[src/rtl/alu_pkg.sv]
// Shared definitions for the serial add/subtract controller: FSM state
// encodings and the default operand width.
package alu_pkg;

  localparam int DEFAULT_WIDTH = 32;

  typedef enum logic [1:0] {
    IDLE   = 2'd0,
    RUN    = 2'd1,
    FINISH = 2'd2
  } state_t;

endpackage

[src/rtl/full_adder_1bit.sv]
// Single-bit full adder cell used for the bit-serial datapath.
module full_adder_1bit (
  input  logic a,
  input  logic b,
  input  logic cin,
  output logic sum,
  output logic cout
);

  assign sum  = a ^ b ^ cin;
  assign cout = (a & b) | (a & cin) | (b & cin);

endmodule

[src/rtl/serial_addsub_ctrl.sv]
// Bit-serial adder/subtractor. One operand bit pair is added per RUN cycle,
// LSB first, through a single full adder. Subtraction is a + ~b + 1, with the
// +1 injected as the initial carry. Flags are captured on the last bit.
module serial_addsub_ctrl
  import alu_pkg::*;
#(
  parameter int WIDTH = DEFAULT_WIDTH
) (
  input  logic             clk,
  input  logic             rst,
  input  logic             start,
  input  logic             sub,
  input  logic [WIDTH-1:0] a,
  input  logic [WIDTH-1:0] b,
  output logic             busy,
  output logic             done,
  output logic [WIDTH-1:0] result,
  output logic             cout,
  output logic             overflow,
  output logic             zero
);

  localparam int             CNT_W = (WIDTH > 1) ? $clog2(WIDTH) : 1;
  localparam logic [CNT_W-1:0] LAST  = CNT_W'(WIDTH - 1);

  state_t           state;
  logic [CNT_W-1:0] cnt;
  logic             carry;
  logic             msb_cin;
  logic [WIDTH-1:0] op_a;
  logic [WIDTH-1:0] op_b;
  logic             fa_sum;
  logic             fa_cout;
  logic [WIDTH-1:0] next_result;

  full_adder_1bit u_fa (
    .a    (op_a[0]),
    .b    (op_b[0]),
    .cin  (carry),
    .sum  (fa_sum),
    .cout (fa_cout)
  );

  assign next_result = {fa_sum, result[WIDTH-1:1]};

  // Signed overflow: carry into the MSB differs from carry out of the MSB.
  assign overflow = msb_cin ^ cout;

  // Operand shift registers: loaded on an accepted start, shifted right per bit.
  always_ff @(posedge clk) begin
    if (state == IDLE && start) begin
      op_a <= a;
      op_b <= sub ? ~b : b;
    end else if (state == RUN) begin
      op_a <= op_a >> 1;
      op_b <= op_b >> 1;
    end
  end

  // Control FSM, bit counter, carry chain, result and flag registers.
  always_ff @(posedge clk) begin
    if (rst) begin
      state   <= IDLE;
      cnt     <= '0;
      carry   <= 1'b0;
      msb_cin <= 1'b0;
      result  <= '0;
      cout    <= 1'b0;
      zero    <= 1'b1;
      busy    <= 1'b0;
      done    <= 1'b0;
    end else begin
      case (state)
        IDLE: begin
          done <= 1'b0;
          if (start) begin
            carry <= sub;
            cnt   <= '0;
            busy  <= 1'b1;
            state <= RUN;
          end
        end
        RUN: begin
          result <= next_result;
          carry  <= fa_cout;
          if (cnt == LAST) begin
            cout    <= fa_cout;
            msb_cin <= carry;
            zero    <= (next_result == '0);
            done    <= 1'b1;
            state   <= FINISH;
          end else begin
            cnt <= cnt + 1'b1;
          end
        end
        FINISH: begin
          done  <= 1'b0;
          busy  <= 1'b0;
          state <= IDLE;
        end
        default: begin
          done  <= 1'b0;
          busy  <= 1'b0;
          state <= IDLE;
        end
      endcase
    end
  end

endmodule

[config.mk]
export PLATFORM = sky130hd
export DESIGN_NAME = serial_addsub_ctrl
export DESIGN_NICKNAME = d
export VERILOG_FILES = /design/src/rtl/alu_pkg.sv /design/src/rtl/full_adder_1bit.sv /design/src/rtl/serial_addsub_ctrl.sv
export SDC_FILE = /design/constraint.sdc
export NUM_CORES = 1
export LEC_CHECK = 0
export BUFFER_PORTS_ARGS = -buffer_cell sky130_fd_sc_hd__clkbuf_2
export CELL_PAD_IN_SITES_DETAIL_PLACEMENT = 1
export CELL_PAD_IN_SITES_GLOBAL_PLACEMENT = 1
export CORE_MARGIN = 2
export CORE_UTILIZATION = 46
export CTS_BUF_LIST = sky130_fd_sc_hd__clkbuf_8
export DETAILED_ROUTE_END_ITERATION = 12
export MAX_ROUTING_LAYER = met4
export PLACE_DENSITY = 0.86
export SYNTH_ARGS = -nofsm -noshare
export SYNTH_HDL_FRONTEND = slang
export SYNTH_SLANG_ARGS = --single-unit
[constraint.sdc]
create_clock -name clk -period 5.57 [get_ports clk]
set_input_delay 1.114 -clock clk [delete_from_list [all_inputs] [get_ports clk]]
set_output_delay 1.114 -clock clk [all_outputs]
set_load 0.01 [all_outputs]
# After elaboration in Yosys (flattened, before gate mapping)
# Cells that the tools add are included.
dict set report totals {
  ff_bits 109
  in_bits 68
  output_inout_bits 37
  wordCells 53
}
dict set report classes {
  addsub 1
  eq_ne 5
  n_mux 15
  n_bitwise 10
  n_reduce_logical 11
}
# operator n
set ops {}
lappend ops {{$mux W32} 5}
lappend ops {{$logic_not A32 Y1} 1}
lappend ops {{$not A32 Y32} 1}
lappend ops {{$mux W5} 2}
lappend ops {{$pmux W5 S2} 1}
lappend ops {{$reduce_and A2 Y1} 4}
lappend ops {{$add A5 B1 Y5 const B} 1}
lappend ops {{$eq A5 B5 Y1 const B} 1}
lappend ops {{$mux W2} 2}
lappend ops {{$ne A2 B2 Y1 const B} 2}
lappend ops {{$pmux W1 S2} 2}
lappend ops {{$pmux W2 S2} 1}
lappend ops {{$reduce_bool A2 Y1} 2}
lappend ops {{$and A1 B1 Y1} 3}
lappend ops {{$reduce_and A3 Y1} 1}
lappend ops {{$xor A1 B1 Y1} 3}
lappend ops {{$eq A2 B1 Y1 const B} 1}
lappend ops {{$logic_not A2 Y1} 1}
lappend ops {{$mux W1} 2}
lappend ops {{$ne A2 B1 Y1 const B} 1}
lappend ops {{$or A1 B1 Y1} 2}
lappend ops {{$reduce_or A2 Y1} 1}
lappend ops {{$logic_and A1 B1 Y1} 1}
lappend ops {{$not A1 Y1} 1}

# Logic depth before layout (Yosys ltp)
dict set report logic_depth {
  ltp_word 4
  depth_mapped 6
  mapped_depth_nobuf 6
}

# Hierarchy
# From an unflattened synthesis, not the netlist that was laid out.
dict set report hier_totals {
  hier_cells 488
  area_unflattened_um2 4717.0
}
# mod instances cells_per_inst area_per_inst_um2 seq_area_each_um2
set by_module_without_submodules {}
lappend by_module_without_submodules {serial_addsub_ctrl 1 487 4697.0 2822.7}
lappend by_module_without_submodules {full_adder_1bit 1 1 20.0 0.0}

# Worst setup path after synthesis
# OpenSTA, ideal clock, no wires.
dict set report synth_path {
  path_type {input port to flip-flop}
  from {input port start}
  to {register carry}
  setup_ns 0.091
  arrival_time_ns 2.377
  required_ns 5.479
  setup_slack_ns 3.102
  cell_stages 3
  n_path_buf 0
  path_cell_list {o21ba_2 nor2_1 a311oi_1}
}
dict set report synth_via {
  elab_chain_len 2
}
# element line
set synth_rtl {}
lappend synth_rtl {{start: declaration} serial_addsub_ctrl.sv:11} ;# input logic start,
lappend synth_rtl {{$ne A2 B2 Y1 (no source line)} -}
lappend synth_rtl {{$reduce_and A2 Y1 (no source line)} -}
lappend synth_rtl {{end signal: assignment} serial_addsub_ctrl.sv:77} ;# carry <= sub;
lappend synth_rtl {{end signal: assignment} serial_addsub_ctrl.sv:85} ;# carry <= fa_cout;
lappend synth_rtl {{end: declaration} serial_addsub_ctrl.sv:28} ;# logic carry;
# Every way passes these cells.
# A chain may end at the register's enable or synchronous reset.

# Worst setup path after layout
dict set report layout_path {
  from {input port start}
  to {register op_b[22] (data pin)}
}
dict set report layout_via {
  elab_chain_len 2
}
# element line
set layout_rtl {}
lappend layout_rtl {{$logic_and A1 B1 Y1} serial_addsub_ctrl.sv:51} ;# if (state == IDLE && start) begin
lappend layout_rtl {{$mux W32} serial_addsub_ctrl.sv:51}
lappend layout_rtl {{end signal: assignment} serial_addsub_ctrl.sv:53} ;# op_b <= sub ? ~b : b;
lappend layout_rtl {{end signal: assignment} serial_addsub_ctrl.sv:56} ;# op_b <= op_b >> 1;
lappend layout_rtl {{end: declaration} serial_addsub_ctrl.sv:31} ;# logic [WIDTH-1:0] op_b;
# Every way passes these cells.

==> metrics <==
crit share post-route 0.422; initial drt markers 154; flop2flop setup slack 3530 ps; first-pass GRT wire length 18,200 µm; synth top area cells edfxtp_1 41%, dfxtp_1 19%, nand2_1 16%, xnor2_1 6.2%, a21oi_1 4.4%; hold path depth 2; MaxCap Viol Count 0; HP Start result[0]; critical path peak fanout 100; Row Count 36; wire length per cell 15.2 µm; H-tree level count 3; pwr dens 299 nW/µm²; Final Critical Period 2350 ps; Final TNS setup 0 ps; final instance area 5410 µm²; CTS Root Cell clkbuf_8; share of the yosys chip area belonging to registers 0.608; syn_nets 554; Worst Tran Pin Value 1130 ps; Critical Path AT 2430 ps; Post-CTS Repair Setup Buffers 0; CTS tree built; post-synthesis register bit count 109; Initial Util 0.475; Leak Pwr 2.23 nW; Final Core Density 0.554; RR Endpoint op_b[22]; port bufs 104; # DRC 0; die span in y 104 µm; IO Pins 105; CP required 5650 ps; Worst Hold Class flop to flop; CTS Buf Count 9; Placement Cell Area 5230 µm²; dominant cell by count in the synthesized netlist nand2_1; worst skew pair latency 370 ps; post-synthesis cell count 483; Hold EP result[0]; filler cell count 1,172; Synth-to-Final Area Change 16.7%; synthesized area 4640 µm²; Finished Layout Cells 707; RSZ-0062 raised after global routing no; Yosys warning total 0; via count 3,569; Yosys top cell by area edfxtp_1; Via density 5.05; register area 2820 µm²; setup violators final 0; Hold Fails Final Rpt 0; vias in the first global route 3,788; Synth cell types 30; outcome finished clean; Slew HR 0.248; Total Nets Final 640; CTS clock-pin slew for the worst setup and hold paths 100 ps; DP Wirelength 7290 µm; dpl cells 691; Post-synth EDFFs 64; ys flop type edfxtp_1; die span in x 104 µm; f_max 425 MHz; Worst R2R Start state[1]; crit start category input pin; initial antenna violation count 0; hold_buf cts 0; Detailed Route WL 10,800 µm; Final GP Congestion 0.721; 1st-pass router iterations 4; clock tree sinks 109; Post-synth ARST share 0; Mean Syn Cell Area 9.61 µm²; total track usage 0.213; post-CTS sizing 0; top cells by count, synth 194 x nand2_1, 64 x edfxtp_1, 45 x dfxtp_1; largest net degree at the start of global routing 101; Crit Path Category input pin to flop; remaining antenna violation count 0; ant diodes 0; Core Region 9770 µm²; CTS max path bufs 2; max-slew violation count 0; layout cell share with drive strength beyond 1 0.221; gr ovfl total 0; worst vdd ir 0.125 mV; R2R depth 2; share of Yosys cell area claimed by the top area cell type 0.414; Critical Path End Type flop; Worst Skew 10.7 ps; Multi-input gate area 1700 µm²; die area 10,900 µm²
-- logic make-up after synthesis --
| family | synth area share |
|---|---|
| AOI/OAI and AO/OA | 0.0844 |
| buffers and inverters | 0.0280 |
| adders and majority gates | 0.00971 |
| xor gates and xnor gates | 0.0642 |
| DFF | 0.608 |
| and+or+nand+nor | 0.205 |
-- how the worst max path moves through the flow --
stage,from,endpoint,slack (ps),cells after the start
global route,start,op_b[13],3060,3
floorplan,start,carry,3100,3
finish,start,op_b[22],3220,3
CTS,start,op_b[10],3210,3
detailed placement,start,op_b[10],2810,3
global placement,start,op_b[30],2950,3
-- critical path: stages --
cell      delay, ps
clkbuf_2        100
or3b_4          930
o21ai_0         260
-- cell usage in the layout (no fill, tap or decap), types with 2 or more instances in the layout --
| master | Yosys | final |
|---|---|---|
| a21oi_1 | 41 | 41 |
| buf_4 | 0 | 2 |
| clkbuf_2 | 0 | 104 |
| clkbuf_8 | 0 | 11 |
| clkinv_2 | 0 | 2 |
| clkinv_4 | 0 | 2 |
| dfxtp_1 | 45 | 45 |
| edfxtp_1 | 64 | 64 |
| ha_1 | 2 | 2 |
| nand2_1 | 194 | 194 |
| nand2b_1 | 3 | 3 |
| nand3_1 | 6 | 6 |
| nand4_1 | 2 | 2 |
| nor2_1 | 4 | 4 |
| nor3b_1 | 3 | 2 |
| nor4_1 | 8 | 8 |
| o21ai_0 | 32 | 32 |
| or3b_4 | 1 | 2 |
| xnor2_1 | 33 | 33 |
-- final cells by class --
type,count,area share
Timing Repair Buffer,106,0.0989
Clock buffer,11,0.0280
Sequential cell,109,0.521
Multi-Input combinational cell,343,0.315
Clock inverter,5,0.00624
Tap cell,133,0.0307
-- routing by layer --
metal	wire [µm]	part of all wire	vias to the layer above	global-route usage
li1	-	-	1785	-
met4	171	0.016	0	0.0714
met3	337	0.031	16	0.0320
met5	0	0	-	-
met2	5450	0.51	68	0.360
met1	4790	0.45	1700	0.262
-- registers in the layout, summed over array words and instances (netlist names) --
register	flops
state	2
op_a	32
done	1
carry	1
busy	1
cnt	5
zero	1
cout	1
msb_cin	1
op_b	32
result	32
-- stage by stage --
step / setup slack [ps] / power, W / hold slack (ps)
finish: 3220 / 0.00162 / 471
CTS: 3210 / 0.00163 / 473
detailed placement: 2810 / 0.00118 / 459
global placement: 2950 / 0.00116 / 444
global route: 3060 / 0.00169 / 498
floorplan: 3100 / 0.00111 / 448
-- report_power, final --
group	total (W)	internal [W]	leakage, nW	switching, W
logic	0.000191	0.0000726	1.11	0.000119
clock network	0.000462	0.000188	0.0996	0.000274
registers	0.000967	0.000942	1.02	0.0000249
total	0.00162	0.00120	2.23	0.000417
Note: power is estimated with default switching activity, not from simulation.
